[config.mk]
export PLATFORM = sky130hd
export DESIGN_NAME = registers_mp
export DESIGN_NICKNAME = d
export VERILOG_FILES = /design/src/rtl/registers_pkg.sv /design/src/rtl/registers_scoreboard.sv /design/src/rtl/registers_mp.sv
export SDC_FILE = /design/constraint.sdc
export NUM_CORES = 2
export LEC_CHECK = 0
export BUFFER_PORTS_ARGS = -buffer_cell sky130_fd_sc_hd__buf_2
export CORE_MARGIN = 2
export CORE_UTILIZATION = 43
export DETAILED_ROUTE_END_ITERATION = 10
export GPL_ROUTABILITY_DRIVEN = 0
export GPL_TIMING_DRIVEN = 0
export SYNTH_ARGS = -nofsm -noshare
export SYNTH_HDL_FRONTEND = slang
export SYNTH_HIERARCHICAL = 1
export SYNTH_SLANG_ARGS = --single-unit
[constraint.sdc]
create_clock -name clk -period 77.7 [get_ports clk]
set_clock_uncertainty 0.1 [all_clocks]
set_input_delay 3.885 -clock clk [delete_from_list [all_inputs] [get_ports clk]]
set_output_delay 3.885 -clock clk [all_outputs]
set_load 0.03 [all_outputs]
[src/rtl/registers_pkg.sv]
// Shared defaults and scalar types for the registers_mp register file.
package registers_pkg;

   localparam int XLEN_DEF      = 32;
   localparam int DEPTH_DEF     = 32;
   localparam int NUM_READ_DEF  = 2;
   localparam int NUM_WRITE_DEF = 1;
   localparam int ADDR_W_DEF    = $clog2(DEPTH_DEF);

   typedef logic [ADDR_W_DEF-1:0] reg_addr_t;
   typedef logic [XLEN_DEF-1:0]   reg_data_t;

endpackage

[src/rtl/registers_scoreboard.sv]
// Busy scoreboard: one pending-reservation bit per register. A committed
// write clears the bit, an accepted reservation sets it, and set beats
// clear when both target the same register in one cycle. Bit 0 never sets.
module registers_scoreboard
   import registers_pkg::*;
#(
   parameter int DEPTH     = DEPTH_DEF,
   parameter int NUM_WRITE = NUM_WRITE_DEF,
   localparam int ADDR_W   = $clog2(DEPTH)
) (
   input  logic                              clk,
   input  logic                              rst,
   input  logic [NUM_WRITE-1:0]              i_wr_en,
   input  logic [NUM_WRITE-1:0][ADDR_W-1:0]  i_wr_addr,
   input  logic [ADDR_W-1:0]                 i_rsv_addr,
   input  logic                              i_rsv_en,
   output logic [DEPTH-1:0]                  o_busy,
   output logic                              o_rsv_ok
);

   logic [DEPTH-1:0] r_busy;
   logic [DEPTH-1:0] w_clr;
   logic [DEPTH-1:0] w_busy_nxt;
   logic             w_rsv_hit;

   // Registers being written this cycle, and whether the reservation target is one of them
   always_comb begin
      w_clr     = '0;
      w_rsv_hit = 1'b0;
      for (int p = 0; p < NUM_WRITE; p++) begin
         if (i_wr_en[p]) begin
            w_clr[i_wr_addr[p]] = 1'b1;
            if (i_wr_addr[p] == i_rsv_addr) w_rsv_hit = 1'b1;
         end
      end
   end

   // A busy register can be re-reserved only if the write releasing it lands this cycle
   assign o_rsv_ok = i_rsv_en && !rst &&
                     ((i_rsv_addr == '0) || !r_busy[i_rsv_addr] || w_rsv_hit);

   // Next busy vector: clear on write, then set on accepted reservation (set wins)
   always_comb begin
      w_busy_nxt = r_busy & ~w_clr;
      if (o_rsv_ok) w_busy_nxt[i_rsv_addr] = 1'b1;
      w_busy_nxt[0] = 1'b0;
   end

   // Busy state register
   always_ff @(posedge clk or posedge rst) begin
      if (rst) r_busy <= '0;
      else     r_busy <= w_busy_nxt;
   end

   assign o_busy = r_busy;

endmodule

[src/rtl/registers_mp.sv]
// registers_mp: multi-port register file. Register 0 is hardwired to zero,
// reads are combinational with optional same-cycle write forwarding, and a
// scoreboard tracks registers reserved by in-flight producers.
module registers_mp
   import registers_pkg::*;
#(
   parameter int XLEN      = XLEN_DEF,
   parameter int DEPTH     = DEPTH_DEF,
   parameter int NUM_READ  = NUM_READ_DEF,
   parameter int NUM_WRITE = NUM_WRITE_DEF,
   parameter int BYPASS    = 0,
   localparam int ADDR_W   = $clog2(DEPTH)
) (
   input  logic                              clk,
   input  logic                              rst,
   input  logic [NUM_READ-1:0][ADDR_W-1:0]   read_register,
   output logic [NUM_READ-1:0][XLEN-1:0]     result,
   output logic [NUM_READ-1:0]               result_busy,
   input  logic [NUM_WRITE-1:0][ADDR_W-1:0]  write_register,
   input  logic [NUM_WRITE-1:0][XLEN-1:0]    write_data,
   input  logic [NUM_WRITE-1:0]              write_data_valid,
   output logic [NUM_WRITE-1:0]              write_valid,
   input  logic [ADDR_W-1:0]                 reserve_register,
   input  logic                              reserve_en,
   output logic                              reserve_ok
);

   // Storage starts at index 1; register 0 has no flops and reads as zero.
   logic [XLEN-1:0]      r_mem [1:DEPTH-1];
   logic [NUM_WRITE-1:0] r_wr_ack;
   logic [DEPTH-1:0]     w_busy;

   // Commit writes; ascending port order lets the higher port win a collision
   always_ff @(posedge clk or posedge rst) begin
      if (rst) begin
         for (int i = 1; i < DEPTH; i++) r_mem[i] <= '0;
      end else begin
         for (int p = 0; p < NUM_WRITE; p++) begin
            if (write_data_valid[p] && (write_register[p] != '0))
               r_mem[write_register[p]] <= write_data[p];
         end
      end
   end

   // Write acknowledge is the request delayed one cycle, register 0 included
   always_ff @(posedge clk or posedge rst) begin
      if (rst) r_wr_ack <= '0;
      else     r_wr_ack <= write_data_valid;
   end

   assign write_valid = r_wr_ack;

   // Per-port read mux with optional forwarding of this cycle's write data
   always_comb begin
      result = '0;
      for (int r = 0; r < NUM_READ; r++) begin
         if (read_register[r] != '0) begin
            result[r] = r_mem[read_register[r]];
            if ((BYPASS != 0) && !rst) begin
               for (int p = 0; p < NUM_WRITE; p++) begin
                  if (write_data_valid[p] && (write_register[p] == read_register[r]))
                     result[r] = write_data[p];
               end
            end
         end
      end
   end

   // Busy status per read port comes from the registered scoreboard only
   always_comb begin
      result_busy = '0;
      for (int r = 0; r < NUM_READ; r++) result_busy[r] = w_busy[read_register[r]];
   end

   registers_scoreboard #(
      .DEPTH     (DEPTH),
      .NUM_WRITE (NUM_WRITE)
   ) u_sb (
      .clk        (clk),
      .rst        (rst),
      .i_wr_en    (write_data_valid),
      .i_wr_addr  (write_register),
      .i_rsv_addr (reserve_register),
      .i_rsv_en   (reserve_en),
      .o_busy     (w_busy),
      .o_rsv_ok   (reserve_ok)
   );

endmodule

==> metrics.txt <==
run status=finished with violations; failing checks=capacitance limit; fmax=79.9 MHz; net switching fraction of the power=between 20% and 30%; H-tree levels=3; synth warn=6; drc violations=0; Worst EP arrival=~8.5 ns; Slowest-stage cell, CP=a211oi_1; Distinct cells, synth=51; final hold slack=between 0.4 and 0.5 ns; commonest non-fill, non-tap cell in the layout=mux2_2; number of synthesized register bits=around 1000; DRT iter0 DRCs=5241; worst skew pair latency=between 0.7 and 0.8 ns; Root Buffer=clkbuf_16; CP max FO=10; Vias=about 40000; clk sink count=a little over 1000; CTS tree=done; Post-Synthesis Cells=3920; fin. max-slew vios=0; Gate power share=about 23%; Post-synth EDFFs=0; setup TNS=0 ns; min Tclk post-route=about 13 ns; vias in the first global route=~39000; detailed-placement wirelength estimate=162 mm; period utilisation layout=between 15 and 20%; Post-DP Area=slightly below 60000 µm²; Pwr Total=between 1500 and 2000 µW; hold_buf cts=0; core area=between 100000 and 150000 µm²; post-CTS repair timing setup buffer count=0; Worst Tran Pin Value=between 1 and 1.5 ns; num ports=roughly 120; Rows=132; Seq/Total Area, Yosys=a little under half; Crit path max-delay family=buffers and inverters; async set-reset flop share out of synthesis=100%; Worst path max stage delay=about 1.2 ns; WS Path Type=in2out; Tot GR Track Use=32.4%; routed wire length=between 200 and 250 mm; total leakage power=0.0268 µW; synthesized area=around 56000 µm²; share of cells above drive strength 1=46.3%; initial antenna violation count=17; starting density of the core=43.2%; Net Sw Power=around 490 µW; first-pass GRT wire length=300 mm; wire length per cell=between 30 and 40 µm; vias per std cell=approximately 6.7; Worst setup SP type=primary input; worst path bufs/invs=5; Max-Cap Viols=1; most frequent cells in the layout=1073 x mux2_2, 1024 x dfrtp_1, 418 x mux4_2; Crit. End Element=primary output; Pwr per Cell Area=~26 nW/µm²; RSZ-0062 raised after global routing=false; VDD IR max=around 0.000018 V; Min-Delay Path Class=reg2reg; cts repair resizes=0; die area=133000 µm²; ys flop type=dfrtp_1; Setup violations, final=0; CTS max path bufs=3; Remaining Overflow, GRT=0; area of the multi-input gates=28200 µm²; crit-path cells=buf_4, buf_4, buf_2, nand3b_1, clkbuf_1, o22ai_1, a211oi_1, buf_2; CTS buffer count=approximately 110; chip width=approximately 360 µm; Internal=between 1000 and 1500 µW; clock power share=about 34%; worst path required time=around 74 ns; Post-Syn Area per Cell=between 10 and 15 µm²; Die Span Y=364 µm; post-layout util=about half; I/O Buffers=112; DRT Pass-1 Iters=8; Reg clk slew, reported paths=~0.06 ns; area growth from synthesis to layout=12.3%; Finished Cell Area=roughly 63000 µm²; Routed Antenna Nets=0; pin count of the biggest net entering global routing=between 100 and 150; register area=25600 µm²; Rel. slew slack=0.782%; nets=4211; Seq pwr share=between 40 and 50%; Filler Cell Count=~11000; Fin. Hold Viols=0; post-synthesis net count=3976
[cells in the mapped netlist, types with 2 or more instances]
cell type	count	area (µm²)
nand3b_1	13	97.6
o31ai_1	38	285
clkbuf_1	200	751
o221ai_1	2	17.5
nand2_1	158	593
o22ai_1	81	507
nor2b_1	52	325
or3b_2	6	52.6
a22oi_1	27	203
nand4_1	11	68.8
o21ai_0	42	210
buf_4	39	293
buf_2	100	500
a211oi_1	28	210
nand2b_1	36	225
inv_1	7	26.3
a22o_1	3	26.3
nand3_1	23	115
o211ai_1	39	293
nor3b_1	5	37.5
buf_8	2	30.0
mux4_2	418	9410
a31oi_1	50	313
mux2i_1	187	1870
xnor2_1	5	43.8
buf_1	60	225
a311oi_1	15	131
o41ai_1	3	26.3
a221oi_1	35	307
nor3_1	42	210
mux4_1	2	52.6
buf_6	14	158
mux2_2	1073	12100
a2111oi_0	4	35.0
nor4_1	2	12.5
dfrtp_1	1024	25600
nor2_1	36	135
a21oi_1	25	125
[layer usage]
layer | vias to the layer above | global-route usage (%) | wire length (µm)
li1 | 15600 | - | -
met1 | 21400 | 44.7 | 86300
met2 | 2416 | 47.0 | 92700
met3 | 508 | 9.01 | 23200
met4 | 2 | 16.3 | 12500
met5 | - | 0 | 13
[sequential cells by signal, indices dropped and copies added (netlist names)]
signal       cells
r_mem          992
u_sb/o_busy     31
write_valid      1
[stage by stage]
stage,instances,setup slack [ns]
3_3_place_gp,5774,33.06
6_report,5993,65.18
5_1_grt,5990,65.28
4_1_cts,5989,65.49
3_5_place_dp,5783,65.50
2_1_floorplan,3920,45.78
[layout make-up]
cell class                 instances  share of cell area [%]
clock inverter                    30                   0.529
inverter                           7                  0.0539
multi-input combinational       2474                    45.0
tap                             1742                    3.48
buffer                           415                    3.13
sequential                      1024                    40.9
clock buffer                     176                    5.59
antenna                            3                  0.0120
timing repair buffer             122                    1.32
[power by group through the flow]
stage,clock [µW],sequential (µW),combinational (µW)
2_1_floorplan,0,697,270
3_3_place_gp,0,721,361
3_5_place_dp,0,723,368
4_1_cts,563,714,369
5_1_grt,587,730,390
6_report,560,718,374
[cells by family after synthesis]
kind of cell	count (synthesis)	synth area share (%)
flops	1024	45.9
compound gates	395	4.91
buf+inv	422	3.56
mux	1681	42.0
xor+xnor	5	0.0785
other cells	1	0.00672
simple gates	392	3.49
[final timing paths]
check | start | end | slack, ns | cells past startpoint
worst min-delay path | r_mem[291]$_DFFE_PP0P_ | r_mem[291]$_DFFE_PP0P_ | 0.42 | 1
min in group asynchronous | rst | u_sb/o_busy[18]$_DFF_PP0_ | 3.06 | 2
worst max register to register | u_sb/o_busy[7]$_DFF_PP0_ | u_sb/o_busy[5]$_DFF_PP0_ | 74.95 | 5
worst max-delay path | read_register[2] | result[16] | 65.18 | 8
worst min register to register | r_mem[291]$_DFFE_PP0P_ | r_mem[291]$_DFFE_PP0P_ | 0.42 | 1
max in group asynchronous | rst | r_mem[760]$_DFFE_PP0P_ | 71.36 | 7
(Power assumes the default switching activity.)
